===== config.mk =====
export PLATFORM = sky130hd
export DESIGN_NAME = serial_rx_ctrl_flat
export DESIGN_NICKNAME = d
export VERILOG_FILES = /design/src/rtl/serial_pkg.sv /design/src/rtl/serial_rx_ctrl_if.sv /design/src/rtl/serial_sync2.sv /design/src/rtl/serial_rx_ctrl.sv /design/src/flat_wrapper.sv
export SDC_FILE = /design/constraint.sdc
export NUM_CORES = 1
export LEC_CHECK = 0
export CAP_MARGIN = 40
export CELL_PAD_IN_SITES_DETAIL_PLACEMENT = 1
export CELL_PAD_IN_SITES_GLOBAL_PLACEMENT = 1
export CORE_ASPECT_RATIO = 0.5
export CORE_MARGIN = 1
export CORE_UTILIZATION = 43
export CTS_CLUSTER_DIAMETER = 30
export DETAILED_ROUTE_END_ITERATION = 8
export PLACE_DENSITY_LB_ADDON = 0.2
export SLEW_MARGIN = 30
export SYNTH_ARGS = -nofsm -noshare
export SYNTH_HDL_FRONTEND = slang
export SYNTH_HIERARCHICAL = 1
export SYNTH_SLANG_ARGS = --single-unit

===== constraint.sdc =====
create_clock -name clk_50 -period 2.3 [get_ports clk_50]
set_input_delay 0.23 -clock clk_50 [delete_from_list [all_inputs] [get_ports clk_50]]
set_output_delay 0.23 -clock clk_50 [all_outputs]
set_load 0.05 [all_outputs]

===== src/rtl/serial_pkg.sv =====
// rtl/serial_pkg.sv - shared types and constants for the serial receive path
// Holds the receive FSM state encoding and the divider constants that the
// tick generator and the receive sequencer must agree on.
package serial_pkg;

    typedef enum logic [2:0] {
        RX_IDLE   = 3'd0,
        RX_START  = 3'd1,
        RX_DATA   = 3'd2,
        RX_PARITY = 3'd3,
        RX_STOP   = 3'd4
    } rx_state_t;

    localparam int DATA_BITS_DEF  = 8;
    localparam int FAST_TICKS_DEF = 4;

    // 50 MHz / 9600 baud, and the quarter-bit divider used while hunting
    localparam int BAUD_DIV = 5208;
    localparam int FAST_DIV = 1302;

endpackage


===== src/rtl/serial_rx_ctrl_if.sv =====
// rtl/serial_rx_ctrl_if.sv - received-byte valid/ready handshake bundle
// Ports (signals):
//   rx_data  : received byte, stable while rx_valid
//   rx_valid : byte available, held until accepted
//   rx_ready : consumer accepts when rx_valid && rx_ready
// master = receiver side, slave = consumer side.
interface serial_rx_ctrl_if #(
    parameter int DATA_BITS = 8
) ();

    logic [DATA_BITS-1:0] rx_data;
    logic                 rx_valid;
    logic                 rx_ready;

    modport master (
        output rx_data,
        output rx_valid,
        input  rx_ready
    );

    modport slave (
        input  rx_data,
        input  rx_valid,
        output rx_ready
    );

endinterface


===== src/rtl/serial_sync2.sv =====
// rtl/serial_sync2.sv - two-flop synchronizer with configurable reset value
// Ports:
//   clk_50 : system clock
//   RESET  : synchronous active-high reset, loads RESET_VAL into both flops
//   d      : asynchronous input
//   q      : synchronized output
module serial_sync2 #(
    parameter logic RESET_VAL = 1'b1
) (
    input  logic clk_50,
    input  logic RESET,
    input  logic d,
    output logic q
);

    logic meta;

    always_ff @(posedge clk_50) begin
        if (RESET) begin
            meta <= RESET_VAL;
            q    <= RESET_VAL;
        end else begin
            meta <= d;
            q    <= meta;
        end
    end

endmodule


===== src/rtl/serial_rx_ctrl.sv =====
// rtl/serial_rx_ctrl.sv - UART receive sequencer driving an external tick generator
// Hunts for a start bit at fast-tick resolution, re-phases the tick generator
// to the start-bit centre, samples data and stop bits once per bit and hands
// bytes out over a valid/ready handshake.
// Optional feature macro: SERIAL_RX_PARITY_EN (adds an even-parity bit).
// Ports:
//   clk_50, RESET : clock, synchronous active-high reset
//   rx            : asynchronous serial line, idle high
//   sample_tick   : one-cycle tick from the tick generator
//   rate_sel      : 0 = fast ticks (start hunt), 1 = one tick per bit
//   tick_sync     : one-cycle pulse restarting the tick generator divider
//   rx_if         : rx_data / rx_valid / rx_ready handshake (master)
//   frame_err     : sticky, bad stop bit (or bad parity)
//   overrun       : sticky, frame completed while a byte was still pending
//   err_clr       : clears frame_err and overrun, wins over a same-cycle set
module serial_rx_ctrl
    import serial_pkg::*;
#(
    parameter int DATA_BITS          = DATA_BITS_DEF,
    parameter int FAST_TICKS_PER_BIT = FAST_TICKS_DEF
) (
    input  logic                    clk_50,
    input  logic                    RESET,
    input  logic                    rx,
    input  logic                    sample_tick,
    output logic                    rate_sel,
    output logic                    tick_sync,
    serial_rx_ctrl_if.master        rx_if,
    output logic                    frame_err,
    output logic                    overrun,
    input  logic                    err_clr
);

    localparam int QW = $clog2(FAST_TICKS_PER_BIT) + 1;
    localparam int BW = $clog2(DATA_BITS + 1);

    localparam logic [QW-1:0] Q_ONE  = QW'(1);
    localparam logic [QW-1:0] Q_HALF = QW'(FAST_TICKS_PER_BIT / 2);
    localparam logic [BW-1:0] B_ONE  = BW'(1);
    localparam logic [BW-1:0] B_LAST = BW'(DATA_BITS - 1);

    localparam logic [2:0] ST_IDLE   = RX_IDLE;
    localparam logic [2:0] ST_START  = RX_START;
    localparam logic [2:0] ST_DATA   = RX_DATA;
    localparam logic [2:0] ST_STOP   = RX_STOP;
`ifdef SERIAL_RX_PARITY_EN
    localparam logic [2:0] ST_PARITY = RX_PARITY;
`endif

    logic                 rxs;
    logic [2:0]           state;
    logic [QW-1:0]        qcnt;
    logic [BW-1:0]        bcnt;
    logic [DATA_BITS-1:0] shreg;
    logic                 par_err;
    logic                 tick;
    logic                 slot_free;

    serial_sync2 #(.RESET_VAL(1'b1)) u_sync (
        .clk_50 (clk_50),
        .RESET  (RESET),
        .d      (rx),
        .q      (rxs)
    );

    // The generator is being restarted in the tick_sync cycle, so a tick
    // that lands there belongs to the old phase and is dropped.
    assign tick = sample_tick & ~tick_sync;

    // An accept in the same cycle frees the slot, so a new byte may load
    // over it instead of counting as an overrun.
    assign slot_free = ~rx_if.rx_valid | rx_if.rx_ready;

`ifndef SERIAL_RX_PARITY_EN
    assign par_err = 1'b0;
`endif

    always_ff @(posedge clk_50) begin
        if (RESET) begin
            state          <= ST_IDLE;
            qcnt           <= '0;
            bcnt           <= '0;
            shreg          <= '0;
            rate_sel       <= 1'b0;
            tick_sync      <= 1'b0;
            rx_if.rx_data  <= '0;
            rx_if.rx_valid <= 1'b0;
            frame_err      <= 1'b0;
            overrun        <= 1'b0;
`ifdef SERIAL_RX_PARITY_EN
            par_err        <= 1'b0;
`endif
        end else begin
            tick_sync <= 1'b0;

            if (rx_if.rx_valid && rx_if.rx_ready) begin
                rx_if.rx_valid <= 1'b0;
            end

            if (tick) begin
                case (state)
                    ST_IDLE: begin
                        if (!rxs) begin
                            state <= ST_START;
                            qcnt  <= Q_ONE;
                        end
                    end
                    ST_START: begin
                        if (rxs) begin
                            state <= ST_IDLE;
                        end else begin
                            qcnt <= qcnt + Q_ONE;
                            // Half a bit of continuous low: we are at the
                            // start-bit centre, so re-phase to bit rate here.
                            if ((qcnt + Q_ONE) >= Q_HALF) begin
                                tick_sync <= 1'b1;
                                rate_sel  <= 1'b1;
                                bcnt      <= '0;
                                state     <= ST_DATA;
                            end
                        end
                    end
                    ST_DATA: begin
                        shreg <= {rxs, shreg[DATA_BITS-1:1]};
                        bcnt  <= bcnt + B_ONE;
                        if (bcnt == B_LAST) begin
`ifdef SERIAL_RX_PARITY_EN
                            state <= ST_PARITY;
`else
                            state <= ST_STOP;
`endif
                        end
                    end
`ifdef SERIAL_RX_PARITY_EN
                    ST_PARITY: begin
                        // Even parity: data bits plus parity bit XOR to 0.
                        par_err <= ^{shreg, rxs};
                        state   <= ST_STOP;
                    end
`endif
                    ST_STOP: begin
                        if (rxs && !par_err) begin
                            if (slot_free) begin
                                rx_if.rx_data  <= shreg;
                                rx_if.rx_valid <= 1'b1;
                            end else begin
                                overrun <= 1'b1;
                            end
                        end else begin
                            frame_err <= 1'b1;
                        end
                        tick_sync <= 1'b1;
                        rate_sel  <= 1'b0;
                        state     <= ST_IDLE;
                    end
                    default: begin
                        state    <= ST_IDLE;
                        rate_sel <= 1'b0;
                    end
                endcase
            end

            // Last assignment wins, giving the clear priority over any set.
            if (err_clr) begin
                frame_err <= 1'b0;
                overrun   <= 1'b0;
            end
        end
    end

endmodule


===== src/flat_wrapper.sv =====
// flat-port wrapper written by rule: the top's interface ports become plain ports
module serial_rx_ctrl_flat import serial_pkg::*;
#(
    parameter int DATA_BITS          = DATA_BITS_DEF,
    parameter int FAST_TICKS_PER_BIT = FAST_TICKS_DEF
)
  (clk_50, RESET, rx, sample_tick, rate_sel, tick_sync, frame_err, overrun, err_clr, rx_if_rx_data, rx_if_rx_valid, rx_if_rx_ready);
  serial_rx_ctrl_if #(.DATA_BITS(DATA_BITS)) rx_if_i ();
  input  logic clk_50;
  input  logic RESET;
  input  logic rx;
  input  logic sample_tick;
  output logic rate_sel;
  output logic tick_sync;
  output logic frame_err;
  output logic overrun;
  input  logic err_clr;
  output wire logic [$bits(rx_if_i.rx_data)-1:0] rx_if_rx_data;
  output wire logic [$bits(rx_if_i.rx_valid)-1:0] rx_if_rx_valid;
  input wire logic [$bits(rx_if_i.rx_ready)-1:0] rx_if_rx_ready;
  assign rx_if_rx_data = rx_if_i.rx_data;
  assign rx_if_rx_valid = rx_if_i.rx_valid;
  assign rx_if_i.rx_ready = rx_if_rx_ready;
  serial_rx_ctrl #(.DATA_BITS(DATA_BITS), .FAST_TICKS_PER_BIT(FAST_TICKS_PER_BIT)) u_core (.clk_50(clk_50), .RESET(RESET), .rx(rx), .sample_tick(sample_tick), .rate_sel(rate_sel), .tick_sync(tick_sync), .rx_if(rx_if_i), .frame_err(frame_err), .overrun(overrun), .err_clr(err_clr));
endmodule

; ---- Word level (Yosys, flattened, before mapping)
; Cells that the tools add are included.
[word_totals]
register_bits = 33
inputBits = 6
out_inout_bits = 13
[op_classes]
n_reduce_logical = 15
n_lt_le_gt_ge = 1
n_eq_ne = 9
bitwise = 8
n_addsub = 2
n_mux = 21
[op_table]
columns = op, n
row1 = AND reduction 4 bit, 6
row2 = two-way mux 3 bit, 5
row3 = two-way mux 1 bit, 9
row4 = one-hot mux 3 bit (3 select lines), 1
row5 = two-way mux 4 bit, 2
row6 = one-hot mux 4 bit (2 select lines), 1
row7 = inverter 1 bit, 6
row8 = one-hot mux 3 bit (2 select lines), 1
row9 = OR reduction 2 bit, 3
row10 = "adder 4 x 1 -> 4 bit, second input constant", 1
row11 = "equality test 4 x 3 -> 1 bit, second input constant", 1
row12 = "inequality test 2 x 1 -> 1 bit, second input constant", 2
row13 = "inequality test 2 bit, second input constant", 2
row14 = one-hot mux 1 bit (2 select lines), 2
row15 = nonzero test 2 bit, 2
row16 = "adder 3 x 1 -> 3 bit, second input constant", 1
row17 = "equality test 3 x 1 -> 1 bit, second input constant", 1
row18 = "equality test 3 x 2 -> 1 bit, second input constant", 1
row19 = "equality test 3 bit, second input constant", 1
row20 = ">= comparator 3 x 2 -> 1 bit, second input constant", 1
row21 = logical NOT 3 bit, 1
row22 = "inequality test 3 x 2 -> 1 bit, second input constant", 1
row23 = AND reduction 3 bit, 1
row24 = AND reduction 2 bit, 1
row25 = other kinds (3), 3

; ---- Logic depth before layout (Yosys ltp)
; Gate-level depths: netlist of run 1.
[depth]
word_depth = 6
ltp_mapped = 6
depth_no_buf = 5

; ---- Cells and area by module
; Netlist of run 1, hierarchy kept.
[modules_own_cells]
columns = mod, instances, seq_area_each_um2, area_per_inst_um2, cells_per_inst
row1 = serial_rx_ctrl, 1, 620.6, 1273.7, 144
row2 = serial_sync2, 1, 40.0, 52.6, 4

; ---- Worst setup path before layout of run 1
; Ideal clock, no wire load.
[synth_timing]
path_kind = reg2reg
startpoint = register u_core.tick_sync
endpoint = register u_core.rx_if.rx_data[0]
slack_ns = 0.493
path_stages_with_launch = 7
t_arrival_ns = 1.680
setup_time_ns = 0.128
cell_sequence = dfxtp_1 > nand2b_1 > clkbuf_1 > nand3b_1 > buf_2 > mux2i_1 > nor2_1
[synth_between]
elab_chain_cells = 3
[synth_lines]
columns = item, line
row1 = from (decl), serial_rx_ctrl.sv:27  ; output logic tick_sync,
row2 = from (signal assigned), serial_rx_ctrl.sv:85  ; tick_sync <= 1'b0;
row3 = from (signal assigned), serial_rx_ctrl.sv:94  ; tick_sync <= 1'b0;
row4 = from (signal assigned), serial_rx_ctrl.sv:116  ; tick_sync <= 1'b1;
row5 = inverter 1 bit, serial_rx_ctrl.sv:68  ; assign tick = sample_tick & ~tick_sync;
row6 = bitwise AND 1 bit, serial_rx_ctrl.sv:68
row7 = AND reduction 4 bit (no source line), --
row8 = to (signal assigned), serial_rx_ctrl.sv:144  ; rx_if.rx_data <= shreg;
row9 = to (decl), serial_rx_ctrl_if.sv:16  ; output rx_data,
; No other way between the ends.
; A chain may end at the register's enable or synchronous reset.

; ---- Final worst setup path of run 1
[layout_timing]
startpoint = register u_core.state[0]
endpoint = register u_core.bcnt[0]
[layout_between]
elab_chain_cells = 3
word_cells_on_any_way = 7
[layout_lines]
columns = item, line
row1 = from (decl), serial_rx_ctrl.sv:51  ; logic [2:0] state;
row2 = from (signal assigned), serial_rx_ctrl.sv:80  ; state <= ST_IDLE;
row3 = from (signal assigned), serial_rx_ctrl.sv:104  ; state <= ST_START;
row4 = from (signal assigned), serial_rx_ctrl.sv:110  ; state <= ST_IDLE;
row5 = equality test 3 x 1 -> 1 bit or equality test 3 x 2 -> 1 bit (tied branches), serial_rx_ctrl.sv:101  ; case (state)
row6 = inequality test 2 x 1 -> 1 bit (no source line) (tied with other cells), --
row7 = AND reduction 4 bit (no source line), --
row8 = to (signal assigned), serial_rx_ctrl.sv:125  ; bcnt <= bcnt + B_ONE;
row9 = to (decl), serial_rx_ctrl.sv:53  ; logic [BW-1:0] bcnt;
; Several ways; a longest one is shown, not always the timed one.

==> key figures, run 1 <==
Synthesis
  • Top_reg_cell synth: dfxtp_1
  • Total nets after synthesis: about 160
  • Yosys cell types: 34
  • Post-synth ARST share: 0
  • Synth warnings: 6
  • Cells after synthesis: ~150
  • Share of the synthesized area in the top cell type: 0.4981
  • Post-Syn Area: around 1300 µm²
  • Area leader, netlist: dfxtp_1
  • Area contributors post-synth: dfxtp_1, mux2i_1, a21oi_1, nand2_1, nor2_1
  • Seq/Total Area, Yosys: 0.4981
  • EDFF count, synth: 0
  • Post-synthesis register bit count: 33
  • Syn_area_per_cell: 8.961 µm²

STA
  • Final hold vios: 0
  • Tcrit/Tclk final: 0.7871
  • Tmin final: 1.810 ns
  • Fin. max-slew vios: 0
  • Worst-margin pin slew: approximately 0.56 ns
  • TNS Setup: 0 ns
  • Max-slew headroom: 0.6252
  • Skew final: 0.004891 ns
  • RSZ-0062 raised after global routing: no
  • Final setup viols: 0
  • Max frequency: between 500 and 600 MHz

Floorplanning
  • I/O Pins: 19
  • FP Rows: 13
  • Die outline area: between 3000 and 4000 µm²
  • Die height: roughly 41 µm
  • Core Footprint: 2749 µm²
  • Starting Density: 0.4825
  • Die X: approximately 80 µm

Detailed routing
  • Post-route ant nets: 0
  • Detailed Route Iter0 Violations: 21
  • Routed WL per cell: about 14 µm
  • Number of detailed-route iterations in the first pass: 4
  • DR DRC count: 0
  • Vias: about 1100
  • Met3 WL: roughly 96 µm
  • WL met2: between 1 and 1.5 mm
  • Top routing layer in use: met4
  • DRT Wirelength: 2.979 mm
  • Routed length on met1: between 1 and 1.5 mm
  • Average via count per standard cell: 5.246

CTS
  • Num CTS Buffers: 5
  • Skew-Pair Late Insertion Delay: 0.29 ns
  • H-Tree Depth: 2
  • CTS resizes: 0
  • # hold bufs at CTS: 0
  • CTS tree: built
  • Post-CTS Setup Repair Bufs: 0
  • Clk root buf: clkbuf_8
  • Clock-pin slew on the worst setup and hold paths: ~0.07 ns
  • Buffer depth of the longest clock path: 2
  • Clock Sinks: 33

GRT
  • Largest net degree at the start of global routing: 28
  • Number of global-route vias before repair: just under 1000
  • Grt ovf: 0
  • Initial antenna violation count: 0
  • Total track usage: 0.1987
  • First-pass GRT wire length: 4.478 mm

Place
  • Detail Placement HPWL: between 2 and 2.5 mm
  • Placed cells: 199
  • IO Port Bufs: 18
  • GP Congestion: 0.7785

Critical path
  • Critical Path AT: ~2 ns
  • Startpoint type of the worst setup path: flop
  • CP max FO: 13
  • CP required: ~2.5 ns
  • Critical Path End Type: flop
  • Setup CP Type: flop to flop

Power
  • P_int: ~800 µW
  • Flop pwr share: 0.553
  • Combinational share of power: 0.035
  • VDD IR max: 0.4104 mV
  • Pleak: 0.0006307 µW
  • NetSw: roughly 240 µW
  • Sw Ratio: 0.2341
  • Clk pwr share: 0.411
  • Pwr dens: ~640 nW/µm²

Layout
  • Fin nets: between 150 and 200
  • Antenna Cells: 0
  • Post-route insts no fill: just over 200
  • Area growth from synthesis to layout: 23.30%
  • Multi-input gate area: 616.8 µm²
  • FILL cells: 334
  • Register area: 660.6 µm²
  • Commonest non-fill, non-tap cells in the layout: dfxtp_1, nand2_1, clkdlybuf4s50_1
  • Commonest non-fill, non-tap cell in the layout: dfxtp_1
  • Share of cells above drive strength 1: 0.08235

Flow run
  • Maxcap violations: 0

Run status
  • Outcome: completed

Hold path
  • Hold Path Class: flop to flop
[power by group through the flow]
stage                     registers [µW]  logic (µW)  clock network (µW)
final                                578        36.9                 430
after global routing                 578        39.3                 468
after CTS                            578        37.2                 446
after detailed placement             591        36.8                   0
after global placement               591        35.1                   0
after floorplan                      589        19.0                   0
[path summary, 6_finish.rpt]
check	startpoint	to	slack [ns]	cells past startpoint
worst max-delay path	u_core/state[0]	u_core/bcnt[0]	0.49	4
worst min-delay path	u_core/u_sync/meta	u_core/u_sync/q	0.43	1
worst min register to register	u_core/u_sync/meta	u_core/u_sync/q	0.43	1
worst max register to register	u_core/state[0]	u_core/bcnt[0]	0.49	4
[synth_stat cells (2+ instances only)]
master,count
dfxtp_1,33
nand2_1,20
a21oi_1,15
nor2_1,13
mux2i_1,8
nand3b_1,6
nor3_1,6
clkbuf_1,5
inv_1,4
or2_1,4
buf_2,3
ha_1,3
xnor2_1,3
a31oi_1,2
nand2b_1,2
nand3_1,2
o21ai_0,2
[area by class of cell]
cell class              count  area share
clock buffers               5     0.04208
clock inverters             3     0.01071
inverters                   4    0.009181
multi-input cells         103      0.3772
flip-flops and latches     33      0.4040
well taps                  37     0.02831
repair buffers             22      0.1285
[logic make-up (layout without fill, tap and decap cells)]
logic type,after synthesis,count (layout),share of synthesized area
flip-flops,33,33,0.4981
XOR/XNOR,3,3,0.01981
AO/OA/AOI/OAI,26,26,0.1132
adder cells (fa/ha/maj),3,3,0.02830
buffers and inverters,12,34,0.03679
AND/OR/NAND/NOR,63,63,0.2434
multiplexers,8,8,0.06038
[per-stage QoR]
step	hold WS, ns	area, µm²	utilization	total power, µW	setup WS, ns
detailed placement	0.4049	1549	0.5635	627.8	0.2650
finish	0.4285	1635	0.5949	1044	0.4896
global placement	0.3866	1549	0.5635	626.0	0.4086
CTS	0.4296	1635	0.5949	1060	0.4829
global route	0.4620	1635	0.5949	1086	0.3830
floorplan	0.3271	1326	-	607.9	0.4927
[worst max-delay path: stages, from the launching register on]
cell,delay [ns]
dfxtp_1,0.44
or3b_1,0.48
or2_1,0.39
or3_1,0.36
o21ai_1,0.07
[registers in the layout, indices dropped and copies added (netlist names)]
signal,cells
u_core/qcnt,3
u_core/u_sync/meta,1
u_core/u_sync/q,1
u_core/rx_if.rx_valid,1
u_core/rate_sel,1
u_core/rx_if.rx_data,8
u_core/frame_err,1
u_core/shreg,8
u_core/tick_sync,1
u_core/bcnt,4
u_core/overrun,1
u_core/state,3
[per-layer routing]
layer | global-route usage | up-vias
met5 | 0 | -
li1 | - | 546
met1 | 0.2166 | 526
met2 | 0.3644 | 12
met4 | 0.08036 | 0
met3 | 0.08000 | 2
Note: power is estimated with default switching activity, not from simulation.
==> run 2, diff against run 1 <==
--- a/config.mk
+++ b/config.mk
@@ -10,7 +10,7 @@
 export CELL_PAD_IN_SITES_GLOBAL_PLACEMENT = 1
 export CORE_ASPECT_RATIO = 0.5
 export CORE_MARGIN = 1
-export CORE_UTILIZATION = 43
+export CORE_UTILIZATION = 39
 export CTS_CLUSTER_DIAMETER = 30
 export DETAILED_ROUTE_END_ITERATION = 8
 export PLACE_DENSITY_LB_ADDON = 0.2
==> constraint.sdc (replaced) <==
create_clock -name clk_50 -period 1.7 [get_ports clk_50]
set_input_delay 0.17 -clock clk_50 [delete_from_list [all_inputs] [get_ports clk_50]]
set_output_delay 0.17 -clock clk_50 [all_outputs]
set_load 0.05 [all_outputs]
==> key figures, run 2 (synthesized netlist as in run 1, its figures left out) <==
Run status
  • Outcome: completed (unchanged)

Critical path
  • Crit path largest cell delay: 0.81 ns (was 0.48 ns)
  • CP required: 1.53 ns (was 2.52 ns)
  • Crit-path cells: clkdlybuf4s50_1 (was or3b_1 -> or2_1 -> or3_1 -> o21ai_1)
  • Setup CP Type: flop to primary output (was flop to flop)
  • Critical Path End Type: primary output (was flop)
  • Worst path slowest cell: clkdlybuf4s50_1 (was or3b_1)
  • Buf+Inv Stages, Crit Path: 1 (was 0)
  • Crit path max-delay family: buffers and inverters (was simple AND/OR/NAND/NOR gates)
  • Critical Path AT: 1.45 ns (was 2.03 ns)
  • Crit path depth: 1 (was 4)
  • CP max FO: 2 (was 13)
  • Startpoint type of the worst setup path: flop (unchanged)
  • Worst R2R Path Depth: 4 (unchanged)

GRT
  • Total track usage: 0.1826 (was 0.1987)
  • Largest net degree at the start of global routing: 36 (was 28)
  • Grt ovf: 0 (unchanged)
  • First-pass GRT wire length: 4.905 mm (was 4.478 mm)
  • Initial antenna violation count: 0 (unchanged)
  • Number of global-route vias before repair: 1078 (was 984)

Layout
  • Biggest regs: u_core/rx_if.rx_data x8, u_core/shreg x8, u_core/bcnt x4 (unchanged)
  • Commonest non-fill, non-tap cell in the layout: dfxtp_1 (unchanged)
  • Antenna Cells: 0 (unchanged)
  • Post-route insts no fill: 216 (was 207)
  • Post-route cell area: 1698 µm² (was 1635 µm²)
  • Fin nets: 184 (was 178)
  • Area growth from synthesis to layout: 28.02% (was 23.30%)
  • FILL cells: 366 (was 334)
  • Commonest non-fill, non-tap cells in the layout: dfxtp_1, nand2_1, clkdlybuf4s50_1 (unchanged)
  • Share of cells above drive strength 1: 0.1193 (was 0.08235)

Detailed routing
  • Routed WL per cell: 13.64 µm (was 14.39 µm)
  • Number of detailed-route iterations in the first pass: 4 (unchanged)
  • Vias: 1116 (was 1086)
  • DRT Wirelength: 2.947 mm (was 2.979 mm)
  • Post-route ant nets: 0 (unchanged)
  • DR DRC count: 0 (unchanged)
  • Detailed Route Iter0 Violations: 13 (was 21)
  • Average via count per standard cell: 5.167 (was 5.246)

CTS
  • Clock Sinks: 33 (unchanged)
  • Clk root buf: clkbuf_8 (unchanged)
  • Clock-pin slew on the worst setup and hold paths: 0.08 ns (was 0.07 ns)
  • Skew-Pair Late Insertion Delay: 0.29 ns (about the same)
  • Buffer depth of the longest clock path: 2 (unchanged)
  • CTS resizes: 0 (unchanged)
  • # hold bufs at CTS: 0 (unchanged)
  • H-Tree Depth: 2 (unchanged)
  • CTS tree: built (unchanged)
  • Num CTS Buffers: 5 (unchanged)
  • Post-CTS Setup Repair Bufs: 0 (unchanged)

STA
  • TNS Setup: 0 ns (unchanged)
  • RSZ-0062 raised after global routing: no (unchanged)
  • Max-slew headroom: 0.6600 (was 0.6252)
  • Tmin final: 1.620 ns
  • Final hold vios: 0 (unchanged)
  • Final setup viols: 0 (unchanged)
  • Skew final: 0.01079 ns (was 0.004891 ns)
  • Tcrit/Tclk final: 0.9532
  • Max frequency: between 600 and 700 MHz
  • Fin. max-slew vios: 0 (unchanged)
  • Worst-margin pin slew: 0.5084 ns (was 0.5605 ns)
  • Final worst setup slack: 0.07951 ns (was 0.4896 ns)

Floorplanning
  • Die outline area: 3652 µm² (was 3324 µm²)
  • Die height: 43.24 µm (was 41.27 µm)
  • Die X: 84.47 µm (was 80.54 µm)
  • Core Footprint: 3118 µm² (was 2749 µm²)
  • Starting Density: 0.4254 (was 0.4825)
  • I/O Pins: 19 (unchanged)
  • FP Rows: 14 (was 13)

Hold path
  • Cells on Worst Hold Path: 1 (unchanged)
  • Hold Path Class: flop to flop (unchanged)

Power
  • Pwr dens: 838.6 nW/µm² (was 638.7 nW/µm²)
  • VDD IR max: 0.4393 mV (was 0.4104 mV)
  • Tot Pwr: 1424 µW (was 1044 µW)
  • Pleak: 0.0006639 µW (was 0.0006307 µW)

Place
  • Placed cells: 208 (was 199)
  • IO Port Bufs: 18 (unchanged)
  • Detail Placement HPWL: 2.022 mm (was 2.082 mm)
  • GP Congestion: 0.7428 (was 0.7785)
  • Post-place instance area: 1612 µm² (was 1549 µm²)
  • Pre-CTS setup slack: -0.06911 ns (was 0.2650 ns)

Flow run
  • Maxcap violations: 0 (unchanged)
run 2: cell count changes in the layout (fill, tap and decap cells not counted):
cell and change:
dfxtp_1 -1, buf_12 +1, buf_4 +5, dfxtp_2 +1
run 2: through the flow:
| step | hold WS (ns) | utilization |
|---|---|---|
| 3_5_place_dp | 0.4046 | 0.5169 |
| 6_report | 0.4199 | 0.5445 |
| 2_1_floorplan | 0.2671 | - |
| 5_1_grt | 0.4309 | 0.5445 |
| 3_3_place_gp | 0.3935 | 0.5169 |
| 4_1_cts | 0.4221 | 0.5445 |
run 2: power by group:
| group | total [µW] | leakage, µW | internal [µW] | switching [µW] |
|---|---|---|---|---|
| sequential | 781 | 0.000267 | 776 | 4.39 |
| clock | 589 | 0.0000439 | 282 | 307 |
| combinational | 54.2 | 0.000353 | 26.6 | 27.5 |
run 2: final timing paths:
kind	startpoint	end	slack [ns]
worst min register to register	u_core/u_sync/meta	u_core/u_sync/q	0.42
worst max-delay path	u_core/overrun	overrun	0.08
worst max register to register	u_core/state[2]	u_core/bcnt[0]	0.11
worst min-delay path	u_core/u_sync/meta	u_core/u_sync/q	0.42
run 2: layout make-up:
cell class,count,area [µm²],area share
clock buffers,5,68.82,0.04053
clock inverters,3,17.52,0.01032
inverters,4,15.01,0.008843
multi-input cells,103,616.8,0.3633
flip-flops and latches,33,661.9,0.3898
well taps,40,50.05,0.02948
repair buffers,28,267.8,0.1577
run 2: per-layer routing:
metal	routed length [µm]	global-route usage	share of wire
met3	96	0.06420	0.033
met2	1316	0.2869	0.45
met1	1501	0.2294	0.51
met5	0	0	0
met4	33	0.08136	0.011
